==> src/rtl/imem_boot_loader.sv <==
// imem_boot_loader
//   Boot-time loader for the fetch-stage instruction memory. Accepts a
//   length-prefixed, XOR-checksummed byte stream (LEN_LO, LEN_HI, 4*N data
//   bytes LSB first, checksum). It writes each assembled 32-bit word to the
//   instruction memory and holds the core in reset until the image is verified.
//
// Ports
//   clk, rst                      clock; asynchronous active-low reset
//   start                         pulse: begin/restart a load (IDLE/RUN/ERROR only)
//   rx_valid, rx_data, rx_ready   byte stream handshake (transfer = valid && ready)
//   imem_write_en/addr/data       one-cycle word write port to instruction memory
//   core_rst                      high everywhere except RUN
//   core_run, done                high only in RUN
//   err                           high only in ERROR
module imem_boot_loader #(
    parameter int DEPTH  = 1024,
    parameter int ADDR_W = 10
) (
    input  logic              clk,
    input  logic              rst,
    input  logic              start,
    input  logic              rx_valid,
    input  logic [7:0]        rx_data,
    output logic              rx_ready,
    output logic              imem_write_en,
    output logic [ADDR_W-1:0] imem_write_addr,
    output logic [31:0]       imem_write_data,
    output logic              core_rst,
    output logic              core_run,
    output logic              done,
    output logic              err
);
    typedef enum logic [2:0] {
        S_IDLE, S_LEN0, S_LEN1, S_DATA, S_WRITE, S_CSUM, S_RUN, S_ERROR
    } state_t;

    state_t          state, state_nx;
    logic [ADDR_W:0] widx;      // one spare bit so N = DEPTH ends without wrap
    logic [1:0]      bcnt;      // byte lane within the current word
    logic [15:0]     nwords;
    logic [7:0]      csum;
    logic [23:0]     part;      // lower three bytes of the word in progress
    logic [ADDR_W-1:0] wr_addr;
    logic [31:0]     wr_data;

    logic            xfer;
    logic            enter_load;
    logic [15:0]     len_in;
    logic            len_ok;
    logic [ADDR_W:0] widx_inc;
    logic            last_word;

    assign xfer       = rx_valid && rx_ready;
    assign enter_load = start && (state == S_IDLE || state == S_RUN || state == S_ERROR);
    assign len_in     = {rx_data, nwords[7:0]};
    assign len_ok     = (len_in != 16'd0) && (32'(len_in) <= DEPTH);
    assign widx_inc   = widx + 1'b1;
    assign last_word  = (32'(widx_inc) == 32'(nwords));

    // Address/data are captured with the 4th byte so they hold between writes.
    assign imem_write_addr = wr_addr;
    assign imem_write_data = wr_data;

    always_ff @(posedge clk or negedge rst) begin
        if (!rst) state <= S_IDLE;
        else      state <= state_nx;
    end

    // Next state and state-decoded outputs; rx_ready depends only on state,
    // so no input reaches an output combinationally.
    always_comb begin
        state_nx      = state;
        rx_ready      = 1'b0;
        imem_write_en = 1'b0;
        core_rst      = 1'b1;
        core_run      = 1'b0;
        done          = 1'b0;
        err           = 1'b0;
        case (state)
            S_IDLE:  if (start) state_nx = S_LEN0;
            S_LEN0: begin
                rx_ready = 1'b1;
                if (xfer) state_nx = S_LEN1;
            end
            S_LEN1: begin
                rx_ready = 1'b1;
                if (xfer) state_nx = len_ok ? S_DATA : S_ERROR;
            end
            S_DATA: begin
                rx_ready = 1'b1;
                if (xfer && bcnt == 2'd3) state_nx = S_WRITE;
            end
            S_WRITE: begin
                imem_write_en = 1'b1;
                state_nx      = last_word ? S_CSUM : S_DATA;
            end
            S_CSUM: begin
                rx_ready = 1'b1;
                if (xfer) state_nx = (rx_data == csum) ? S_RUN : S_ERROR;
            end
            S_RUN: begin
                core_rst = 1'b0;
                core_run = 1'b1;
                done     = 1'b1;
                if (start) state_nx = S_LEN0;
            end
            S_ERROR: begin
                err = 1'b1;
                if (start) state_nx = S_LEN0;
            end
            default: state_nx = S_IDLE;
        endcase
    end

    always_ff @(posedge clk or negedge rst) begin
        if (!rst) begin
            widx    <= '0;
            bcnt    <= '0;
            nwords  <= '0;
            csum    <= '0;
            part    <= '0;
            wr_addr <= '0;
            wr_data <= '0;
        end else begin
            if (enter_load) begin
                widx <= '0;
                bcnt <= '0;
                csum <= '0;
            end
            // Checksum covers LEN_LO through the last data byte.
            if (xfer && state != S_CSUM) csum <= csum ^ rx_data;
            case (state)
                S_LEN0: if (xfer) nwords[7:0]  <= rx_data;
                S_LEN1: if (xfer) nwords[15:8] <= rx_data;
                S_DATA: if (xfer) begin
                    bcnt <= bcnt + 2'd1;
                    case (bcnt)
                        2'd0: part[7:0]   <= rx_data;
                        2'd1: part[15:8]  <= rx_data;
                        2'd2: part[23:16] <= rx_data;
                        default: begin
                            wr_data <= {rx_data, part};
                            wr_addr <= widx[ADDR_W-1:0];
                        end
                    endcase
                end
                S_WRITE: widx <= widx_inc;
                default: ;
            endcase
        end
    end
endmodule

==> config.mk <==
export PLATFORM = sky130hd
export DESIGN_NAME = imem_boot_loader
export DESIGN_NICKNAME = d
export VERILOG_FILES = /design/src/rtl/imem_boot_loader.sv
export SDC_FILE = /design/constraint.sdc
export NUM_CORES = 1
export LEC_CHECK = 0
export CORE_ASPECT_RATIO = 0.8
export CORE_MARGIN = 5
export CORE_UTILIZATION = 50
export DETAILED_ROUTE_END_ITERATION = 10
export PLACE_DENSITY = 0.74
export SYNTH_ARGS = -nofsm -noshare
export SYNTH_HDL_FRONTEND = slang
export SYNTH_SLANG_ARGS = --single-unit
==> constraint.sdc <==
create_clock -name clk -period 2.4 [get_ports clk]
set_clock_uncertainty 0.05 [all_clocks]
set_input_delay 0.36 -clock clk [delete_from_list [all_inputs] [get_ports clk]]
set_output_delay 0.36 -clock clk [all_outputs]
set_load 0.05 [all_outputs]
Yosys cells after proc, flatten, opt, wreduce, memory -nomap -nowiden
Index checks and enable logic that the tools add are counted.

Register bits after elaboration: 106. Output and inout bits: 48.

Add/sub/neg operators: 2. Magnitude comparators: 1. Eq/ne operators: 18. Muxes and demuxes: 21. Bitwise logic cells: 2. Reduce and logical (&&, ||, !) cells: 22.

Operators with widths (count): $mux 11 (2); $mux 3 (7); $pmux 3 s6 (1); $eq 11x16->1 (1); $le 16x11->1 const B (1); $mux 8 (2); $reduce_bool 16->1 (1); $eq 3x3->1 const B (4); $reduce_and 3->1 (4); $add 11x1->11 const B (1); $eq 8x8->1 (1); $ne 2x2->1 const B (4); $xor 8x8->8 (1); $eq 3x2->1 const B (2); $mux 1 (6); $mux 2 (3); $reduce_or 3->1 (2); $logic_and 1x1->1 (5); $reduce_and 5->1 (1); $eq 2x2->1 const B (2); $reduce_and 2->1 (2); $reduce_bool 2->1 (2); $reduce_or 4->1 (1); $eq 3x1->1 const B (1); other kinds (8) (9).

Longest topological paths before layout
Word-level depth: 7. Gate-level depth with buffers: 8.

Worst setup path after synthesis
Ideal clock, no wire load.

Path kind: register -> output. From: register state[0]. To: output port done. Arrival: 1.674 ns. Data required time: 1.990 ns. Setup slack: 0.316 ns. Stages on the path, launching flop included: 6. Cell sequence: dfrtp_1 -> buf_2 -> inv_1 -> nand2_1 -> inv_1 -> buf_4.

Word-level cells in the longest chain between the ends: 2.

RTL lines: start, declared (line 37) `state_t state, state_nx;`; start signal, assigned (line 66) `else state <= state_nx;`; $eq 3x3->1; $mux 1; end, declared (line 30) `output logic done,`.

No other way between the ends.

Worst setup path in the final report
From: register state[1]. To: output port imem_write_en.

Word-level cells in the longest chain between the ends: 2.

RTL lines: $eq 3x3->1 (line 79) `case (state)`; $mux 1 (line 79); end, declared (line 25) `output logic imem_write_en,`.

No other way between the ends.

==> impl_metrics.toml <==
[worst_setup_path]
r2r_cells = 7
crit_path_start_kind = "flop"
path_max_fanout = 14
critical_path_class = "flop to output port"
required_ps = 1990
max_stage_delay_ps = 590
r2r_slack_ps = 210
r2r_start = "widx[1]$_DFFE_PN0P_"
end_kind = "output port"
path_cells = "nor2_1 > nand2_1 > clkinv_1 > buf_4"
cpMaxStageDelayCell = "dfrtp_1"
r2r-end = "state[1]$_DFFE_PN0P_"
critical_path_arrival_ps = 1860

[logic_synthesis]
synth_top_area_frac = 0.546
netlist_top_cells_area = "dfrtp_1, mux2_2, o21ai_0"
yosysSeqAreaShare = 0.546
async_flop_share = 1.00
syn_avg_cell_area_um2 = 11.6
synth_area_um2 = 4860
yosysWarnings = 0
yosys.area.top_type = "dfrtp_1"
netlist-cell-type-count = 42
ys.flop_type = "dfrtp_1"
synth_nets = 437
synth_enable_flop_cells = 0
ys_ff_latch = 106
netlist_instances = 419

[worst_hold_path]
hold_path.startpoint = "part[2]$_DFFE_PN0P_"
holdPathEnd = "part[2]$_DFFE_PN0P_"
hold_depth = 2
worstHoldPathType = "flop to flop"

[timing]
slew_headroom = 0.604
final.setup.tns_ps = 0
grt_setup_unrepaired = "false"
setup_ws_ps = 133
timing.final.hold_violations = 0
fmax_mhz = 441
setup_viol = 0
worst_pin_slew_ps = 594
period_share = 0.945
slew_viol_final = 0
finalCriticalPeriod_ps = 2270

[route]
drc = 0
totalWireLength_um = 10500
via_count = 3431
dr.pass1.iters = 5
drt-vias-per-instance = 5.62
post_drt_wl_per_cell_um = 17.3
first_iter_violations = 297
final_antenna_net_count = 0

[finish]
syn2layout_area_growth_pct = 22.6
diodes = 0
fillers = 751
num-nets-final = 504
design_area_um2 = 5960
layout.cells.non_filler = 610
drive_gt1_frac = 0.255

[power_and_ir_drop]
cellPowerDensity_nw_per_um2 = 1140
irDropWorstVdd_mv = 0.608
leakagePower_nw = 2.73

[floorplanning]
die_h_um = 98.2
initial_core_util = 0.508
die_area_um2 = 11800
rows = 32
die_w_um = 120
coreArea_um2 = 9570
num_io_pins = 60

[placement]
place_inst = 593
dp_hpwl_um = 7380
io_buffer_count = 59
place.gp.congestion = 0.897
dp_slack_ps = 248
place_area_um2 = 5640

[cts]
clk_path_buf_depth = 2
path_clk_slew_ps = 70
insertion_delay_ps = 340
htreeDepth = 3
root_buffer = "clkbuf_16"
cts_setup_buffers = 0
cts_buffers = 9
cts_tree = "yes"
cts.sinks = 106

[grt]
grt_pass1_vias = 3432
grt_pass1_wl_um = 17800
grt_overflow = 0
globalRouteTotalUtil = 0.190
grt_max_degree = 48
antenna_found_initial = 0

[outcome]
outcome = "completed"

[job]
max-cap-violations = 0
==> metal layers <==
metal | part of all wire | track usage | vias to the layer above
met3 | 0.066 | 0.0498 | 14
met5 | 0 | 0 | -
li1 | - | - | 1603
met4 | 0.015 | 0.0563 | 0
met1 | 0.45 | 0.268 | 1701
met2 | 0.47 | 0.292 | 113
==> cell usage in the layout (no fill, tap or decap), types with 4 or more instances in the layout <==
cell type and instances:
a21oi_1 4, a22o_1 7, and3_1 6, buf_4 23, clkbuf_16 9, clkdlybuf4s50_1 52, dfrtp_1 106, ha_1 6
inv_1 9, mux2_2 76, mux2i_1 5, nand2_1 48, nand3_1 9, nand4_1 4, nor2_1 17, nor3_1 4
nor4_1 4, o21ai_0 41, xnor2_1 14, xor2_1 5
==> worst max-delay path by stage <==
| stage | start | endpoint | depth (start not counted) |
|---|---|---|---|
| 5_1_grt | state[1]$_DFFE_PN0P_ | imem_write_en | 4 |
| 4_1_cts | state[1]$_DFFE_PN0P_ | imem_write_en | 4 |
| 3_3_place_gp | rx_valid | part[5]$_DFFE_PN0P_ | 5 |
| 3_5_place_dp | rx_valid | part[4]$_DFFE_PN0P_ | 5 |
| 6_report | state[1]$_DFFE_PN0P_ | imem_write_en | 4 |
| 2_1_floorplan | state[0]$_DFFE_PN0P_ | done | 5 |
==> state kept, by name (all words and copies together), names as in the netlist <==
signal / count
imem_write_data: 32
part: 24
nwords: 16
widx: 11
imem_write_addr: 10
csum: 8
state: 3
bcnt: 2
==> worst max-delay path: cells and delay by family (launching register included) <==
kind,cells,cell delay (ps)
flip-flops,1,590
AND/OR/NAND/NOR,2,310
buffers and inverters,2,620
==> area by class of cell <==
type                    instances  area [µm²]  share of cell area
repair buffers                 78         743               0.125
flip-flops and latches        106        2650               0.445
inverters                      10        37.5             0.00630
multi-input cells             281        2070               0.348
clock inverters                 6        73.8              0.0124
clock buffers                  10         229              0.0384
well taps                     119         149              0.0250
==> repair_timing <==
| item | in CTS | in global routing |
|---|---|---|
| gates resized for setup | 0 | 0 |
| endpoints found under the hold margin | 40 | 0 |
| hold buffers | 1 | 0 |
==> Yosys cell counts, drive strengths merged, types with 4 or more instances <==
library cell	instances
and3	6
nor2	19
ha	6
inv	9
nand2	49
xor2	5
nand4	4
a21oi	4
nor4	4
mux2	76
buf	9
a22o	7
mux2i	5
dfrtp	106
xnor2	14
clkbuf	13
nor3	6
nand3	9
o21ai	41
==> through the flow <==
step                      power (mW)  hold slack (ps)  utilization
after floorplan                 4.52             14.4            -
after global placement          5.21              357        0.590
after detailed placement        5.32              359        0.590
after CTS                       6.84              439        0.623
after global routing            7.21              468        0.623
final                           6.80              433        0.623
==> logic make-up (layout without fill, tap and decap cells) <==
group,count (synthesis),after routing,synth area share
compound gates,65,65,0.0809
xor+xnor,19,19,0.0343
fa+ha+maj,6,6,0.0155
buf+inv,32,104,0.0278
flops,106,106,0.546
mux,81,81,0.187
simple gates,110,110,0.109
==> report_power, final <==
part	switching [mW]	total, mW	leakage [nW]	internal, mW
Clock	0.668	1.49	0.148	0.823
Combinational	1.42	2.51	1.18	1.09
Sequential	0.462	2.80	1.40	2.34
Total	2.55	6.80	2.73	4.25
(Power assumes the default switching activity.)
